===== src/rtl/div8_share_sched_if.sv =====
// rtl/div8_share_sched_if.sv - request/response channel between client engines and the divider scheduler
interface div8_share_sched_if #(
    parameter int NREQ = 4,
    parameter int W    = 8
);
    logic [NREQ-1:0]   req_valid;
    logic [NREQ-1:0]   req_ready;
    logic [NREQ*W-1:0] req_dividend;
    logic [NREQ*W-1:0] req_divisor;
    logic [NREQ-1:0]   rsp_valid;
    logic [NREQ-1:0]   rsp_ready;
    logic [W-1:0]      rsp_quot;
    logic              rsp_dbz;

    // master: the client side; slave: the scheduler
    modport master (
        output req_valid, req_dividend, req_divisor, rsp_ready,
        input  req_ready, rsp_valid, rsp_quot, rsp_dbz
    );

    modport slave (
        input  req_valid, req_dividend, req_divisor, rsp_ready,
        output req_ready, rsp_valid, rsp_quot, rsp_dbz
    );
endinterface


===== src/rtl/div8_share_sched.sv =====
// rtl/div8_share_sched.sv - round-robin scheduler time-sharing one combinational unsigned divider
module div8_share_sched #(
    parameter int NREQ    = 4,
    parameter int W       = 8,
    parameter int DIV_LAT = 2
) (
    input  logic              clk_i,
    input  logic              rst_n_i,
    div8_share_sched_if.slave bus,
    output logic [W-1:0]      div_dividend_o,
    output logic [W-1:0]      div_divisor_o,
    input  logic [W-1:0]      div_quot_i,
    output logic              busy_o,
    output logic [15:0]       op_count_o
);
    localparam int PW = (NREQ > 1) ? $clog2(NREQ) : 1;
    localparam int CW = 4;

    typedef enum logic [1:0] {
        S_IDLE,
        S_WAIT,
        S_RESP
    } state_t;

    state_t         state_q, state_d;
    logic [PW-1:0]  ptr_q, ptr_d;
    logic [PW-1:0]  owner_q, owner_d;
    logic [W-1:0]   dvd_q, dvd_d;
    logic [W-1:0]   dvs_q, dvs_d;
    logic [CW-1:0]  cnt_q, cnt_d;
    logic [W-1:0]   quot_q, quot_d;
    logic           dbz_q, dbz_d;
    logic [15:0]    op_cnt_q, op_cnt_d;

    logic           grant_vld;
    logic [PW-1:0]  grant_idx;
    logic [PW-1:0]  cand;
    logic [W-1:0]   dvd_sel;
    logic [W-1:0]   dvs_sel;

    // First valid requester at or after the pointer, wrapping modulo NREQ.
    always_comb begin
        grant_vld = 1'b0;
        grant_idx = '0;
        cand      = '0;
        for (int k = 0; k < NREQ; k++) begin
            cand = PW'((int'(ptr_q) + k) % NREQ);
            if (!grant_vld && bus.req_valid[cand]) begin
                grant_vld = 1'b1;
                grant_idx = cand;
            end
        end
    end

    assign dvd_sel = bus.req_dividend[int'(grant_idx)*W +: W];
    assign dvs_sel = bus.req_divisor[int'(grant_idx)*W +: W];

    always_comb begin
        state_d       = state_q;
        ptr_d         = ptr_q;
        owner_d       = owner_q;
        dvd_d         = dvd_q;
        dvs_d         = dvs_q;
        cnt_d         = cnt_q;
        quot_d        = quot_q;
        dbz_d         = dbz_q;
        op_cnt_d      = op_cnt_q;
        bus.req_ready = '0;
        bus.rsp_valid = '0;

        case (state_q)
            S_IDLE: begin
                if (grant_vld) begin
                    bus.req_ready[grant_idx] = 1'b1;
                    owner_d = grant_idx;
                    ptr_d   = PW'((int'(grant_idx) + 1) % NREQ);
                    // Zero divisor never reaches the divider, so its operands stay untouched.
                    if (dvs_sel == '0) begin
                        quot_d  = '1;
                        dbz_d   = 1'b1;
                        state_d = S_RESP;
                    end else begin
                        dvd_d   = dvd_sel;
                        dvs_d   = dvs_sel;
                        cnt_d   = CW'(DIV_LAT - 1);
                        state_d = S_WAIT;
                    end
                end
            end
            S_WAIT: begin
                if (cnt_q == '0) begin
                    quot_d  = div_quot_i;
                    dbz_d   = 1'b0;
                    state_d = S_RESP;
                end else begin
                    cnt_d = cnt_q - CW'(1);
                end
            end
            S_RESP: begin
                bus.rsp_valid[owner_q] = 1'b1;
                if (bus.rsp_ready[owner_q]) begin
                    op_cnt_d = op_cnt_q + 16'd1;
                    state_d  = S_IDLE;
                end
            end
            default: state_d = S_IDLE;
        endcase
    end

    always_ff @(posedge clk_i or negedge rst_n_i) begin
        if (!rst_n_i) begin
            state_q  <= S_IDLE;
            ptr_q    <= '0;
            owner_q  <= '0;
            dvd_q    <= '0;
            dvs_q    <= '0;
            cnt_q    <= '0;
            quot_q   <= '0;
            dbz_q    <= 1'b0;
            op_cnt_q <= '0;
        end else begin
            state_q  <= state_d;
            ptr_q    <= ptr_d;
            owner_q  <= owner_d;
            dvd_q    <= dvd_d;
            dvs_q    <= dvs_d;
            cnt_q    <= cnt_d;
            quot_q   <= quot_d;
            dbz_q    <= dbz_d;
            op_cnt_q <= op_cnt_d;
        end
    end

    assign bus.rsp_quot   = quot_q;
    assign bus.rsp_dbz    = dbz_q;
    assign div_dividend_o = dvd_q;
    assign div_divisor_o  = dvs_q;
    assign busy_o         = (state_q != S_IDLE);
    assign op_count_o     = op_cnt_q;
endmodule


===== src/flat_wrapper.sv =====
// flat-port wrapper written by rule: the top's interface ports become plain ports
module div8_share_sched_flat 
#(
    parameter int NREQ    = 4,
    parameter int W       = 8,
    parameter int DIV_LAT = 2
)
  (clk_i, rst_n_i, div_dividend_o, div_divisor_o, div_quot_i, busy_o, op_count_o, bus_req_valid, bus_req_dividend, bus_req_divisor, bus_rsp_ready, bus_req_ready, bus_rsp_valid, bus_rsp_quot, bus_rsp_dbz);
  div8_share_sched_if #(.NREQ(NREQ), .W(W)) bus_i ();
  input  logic clk_i;
  input  logic rst_n_i;
  output logic [W-1:0] div_dividend_o;
  output logic [W-1:0] div_divisor_o;
  input  logic [W-1:0] div_quot_i;
  output logic busy_o;
  output logic [15:0] op_count_o;
  input wire logic [$bits(bus_i.req_valid)-1:0] bus_req_valid;
  input wire logic [$bits(bus_i.req_dividend)-1:0] bus_req_dividend;
  input wire logic [$bits(bus_i.req_divisor)-1:0] bus_req_divisor;
  input wire logic [$bits(bus_i.rsp_ready)-1:0] bus_rsp_ready;
  output wire logic [$bits(bus_i.req_ready)-1:0] bus_req_ready;
  output wire logic [$bits(bus_i.rsp_valid)-1:0] bus_rsp_valid;
  output wire logic [$bits(bus_i.rsp_quot)-1:0] bus_rsp_quot;
  output wire logic [$bits(bus_i.rsp_dbz)-1:0] bus_rsp_dbz;
  assign bus_i.req_valid = bus_req_valid;
  assign bus_i.req_dividend = bus_req_dividend;
  assign bus_i.req_divisor = bus_req_divisor;
  assign bus_i.rsp_ready = bus_rsp_ready;
  assign bus_req_ready = bus_i.req_ready;
  assign bus_rsp_valid = bus_i.rsp_valid;
  assign bus_rsp_quot = bus_i.rsp_quot;
  assign bus_rsp_dbz = bus_i.rsp_dbz;
  div8_share_sched #(.NREQ(NREQ), .W(W), .DIV_LAT(DIV_LAT)) u_core (.clk_i(clk_i), .rst_n_i(rst_n_i), .bus(bus_i), .div_dividend_o(div_dividend_o), .div_divisor_o(div_divisor_o), .div_quot_i(div_quot_i), .busy_o(busy_o), .op_count_o(op_count_o));
endmodule

===== config.mk =====
export PLATFORM = sky130hd
export DESIGN_NAME = div8_share_sched_flat
export DESIGN_NICKNAME = d
export VERILOG_FILES = /design/src/rtl/div8_share_sched_if.sv /design/src/rtl/div8_share_sched.sv /design/src/flat_wrapper.sv
export SDC_FILE = /design/constraint.sdc
export NUM_CORES = 1
export LEC_CHECK = 0
export CAP_MARGIN = 15
export CORE_MARGIN = 10
export CORE_UTILIZATION = 37
export CTS_BUF_LIST = sky130_fd_sc_hd__clkbuf_8
export DETAILED_ROUTE_END_ITERATION = 10
export GPL_ROUTABILITY_DRIVEN = 0
export PLACE_DENSITY = 0.75
export SYNTH_ARGS = -nofsm -noshare
export SYNTH_HDL_FRONTEND = slang
export SYNTH_SLANG_ARGS = --single-unit

===== constraint.sdc =====
create_clock -name clk_i -period 8 [get_ports clk_i]
set_input_delay 1.2 -clock clk_i [delete_from_list [all_inputs] [get_ports clk_i]]
set_output_delay 1.2 -clock clk_i [all_outputs]
set_load 0.01 [all_outputs]

==> reports/summary.txt <==
Critical Path RT - 6.80 ns
Worst-Margin Slew - 0.9851 ns
Part of the Yosys area used for sequential elements - 44.21%
# fillers - 669
WS Path Type - input pin to output pin
Area contributors post-synth - dfrtp_1 44%, mux2_1 6.2%, nand2_1 5.9%
DR pass1 iterations - 4
HPWL Detailed - 6823 um
Fraction of registers with async set/reset - 100.0%
Total gr overflow - 0
Cell row count - 32
Die Ht - 108.3 um
Cell Area, Synth - 2887 sq um
Peak VDD IR - 0.1114 mV
Final wirelength - 8619 um
Yosys Warn Count - 0
Routed Antenna Nets - 0
Number of inserted diodes - 0
Storage cell area - 1276 sq um
Worst Setup End Kind - output pin
Final Skew - 0.01118 ns
Largest net degree at the start of global routing - 52
CTS tree - done
Mapped Cells - 291
Worst-skew pair later-pin latency - 0.31 ns
# clock sinks - 51
First-pass GRT wire length - 13880 um
Slew Limit Headroom - 33.89%
Top-count cell post-synth - dfrtp_1
Status - finished, final reports clean
Area Overhead vs Synth - 50.98%
Die footprint - 11730 sq um
Vias post-DR - 2618
Avg Inst Size Synth - 9.919 sq um
GR Util All Layers - 14.66%
HP Class - flip-flop to flip-flop
Hold WS - 0.4762 ns
Final Hold Viols - 0
Slew Limit Fails - 0
Final setup vio count - 0
Post-synth top area share - 44.21%
Layout net count - 506
FF+latch count, synth - 51
Initial antenna violation count - 0
Leak - 0.001765 uW
Number of I/O pins - 132
CTS resizes - 0
Max H-tree Level - 2
Port Buf Inserts - 131
Setup TNS - 0 ns
Core area - 7647 sq um
Area of the multi-input gates - 1505 sq um
Crit share post-route - 65.91%
DRT iter0 DRCs - 89
Root buf cell - clkbuf_8
Final WS setup - 2.727 ns
Max clock buf depth - 2
Post-synth top cells - 51 x dfrtp_1, 45 x nand2_1, 16 x a211oi_1, 16 x mux2_1, 15 x nor2_1
CTS Hold Bufs - 0
Die X - 108.3 um
Synth unique cells - 46
Synth Flop Type - dfrtp_1
PwrDens - 285.6 nW/um^2
Setup bufs post-CTS - 0
Post-route DRC - 0
RSZ-0062 raised after global routing - no
Share of cells above drive strength 1 - 4.785%
Wire per inst - 16.58 um
Clk slew on worst S/H paths - 0.10 ns
Mapped Nets - 380
Critical Path AT - 4.07 ns
Vias in the first global route - 2819
Initial core utilization - 37.75%
Area leader, netlist - dfrtp_1
Crit-path max FO - 34
Num CTS Buffers - 5
Max Freq - 0.1896 GHz
Vias per std cell - 5.035
Fin crit period - 5.273 ns
Worst slack at placement - 2.673 ns
Nature of the critical path startpoint - input pin
Number of synthesized flops with an enable pin - 0
Max_cap viols - 0
state kept, by name, indices dropped and copies added (netlist names):
register / flops
u_core.op_count_o: 16
u_core.ptr_q: 2
u_core.cnt_q: 4
u_core.owner_q: 2
u_core.div_divisor_o: 8
u_core.div_dividend_o: 8
u_core.bus.rsp_quot: 8
u_core.bus.rsp_dbz: 1
u_core.state_q: 2
through the flow:
stage / total power, uW / cells / utilization (%) / cell area [sq um]
finish: 1244 / 520 / 56.99 / 4358
global route: 1353 / 520 / 56.99 / 4358
CTS: 1262 / 520 / 56.99 / 4358
detailed placement: 1105 / 512 / 55.76 / 4264
global placement: 1090 / 512 / 55.76 / 4264
floorplan: 813.8 / 291 / - / 2887
routing by layer:
metal / GRT usage (%) / wire [um] / vias to the layer above
met2: 24.48 / 4254 / 77
met4: 3.672 / 79 / 0
li1: - / - / 1289
met3: 6.365 / 756 / 7
met5: 0 / 0 / -
met1: 16.90 / 3528 / 1245
kinds of logic (layout without fill, tap and decap cells):
| logic type | after synthesis | in the layout | share of synthesized area (%) |
|---|---|---|---|
| muxes | 20 | 20 | 8.149 |
| AOI/OAI and AO/OA | 68 | 68 | 18.25 |
| DFF | 51 | 51 | 44.21 |
| xor gates and xnor gates | 17 | 17 | 5.158 |
| and+or+nand+nor | 105 | 105 | 17.56 |
| buffers and inverters | 23 | 150 | 3.641 |
| adders and majority gates | 7 | 7 | 3.034 |
cell usage in the layout, fill, tap and decap left out, types with 8 or more instances in the layout:
cell type	Yosys	layout
a211oi_1	16	16
clkdlybuf4s50_1	0	130
nor2_1	15	15
xnor2_1	12	12
o22a_1	8	8
a31oi_1	8	8
dfrtp_1	51	51
nand2_1	45	45
and3_1	13	13
a21boi_0	9	9
mux2_1	16	16
and2_1	8	8
power breakdown:
part	internal, uW	switching [uW]	leakage [uW]
sequential	348	69.1	0.000613
clock	62.7	91.1	0.0000443
combinational	342	331	0.00111
total	753	491	0.00177
area by class of cell:
type	instances	area share (%)
multi-input cells	217	34.54
well taps	102	2.929
clock inverters	3	0.5742
clock buffers	5	1.579
repair buffers	133	30.32
flip-flops and latches	51	29.29
inverters	9	0.7752
path summary, 6_finish.rpt:
path | from | endpoint | slack (ns) | cells past startpoint
setup / recovery | bus_req_valid[0] | bus_req_ready[2] | 2.73 | 8
setup reg to reg | u_core.ptr_q[1] | u_core.div_divisor_o[6] | 4.00 | 9
min in group asynchronous | rst_n_i | u_core.op_count_o[5] | 0.98 | 2
hold / removal | u_core.op_count_o[15] | u_core.op_count_o[15] | 0.48 | 1
max in group asynchronous | rst_n_i | u_core.div_dividend_o[6] | 6.59 | 2
hold reg to reg | u_core.op_count_o[15] | u_core.op_count_o[15] | 0.48 | 1
critical path, cell delays in order:
cell and delay (ns):
clkdlybuf4s50_1 0.43, nor2b_1 0.16, o21ai_1 0.76, and2_1 0.29
buf_4 0.36, ha_1 0.20, and2_1 0.12, clkdlybuf4s50_1 0.54
(Power assumes the default switching activity.)
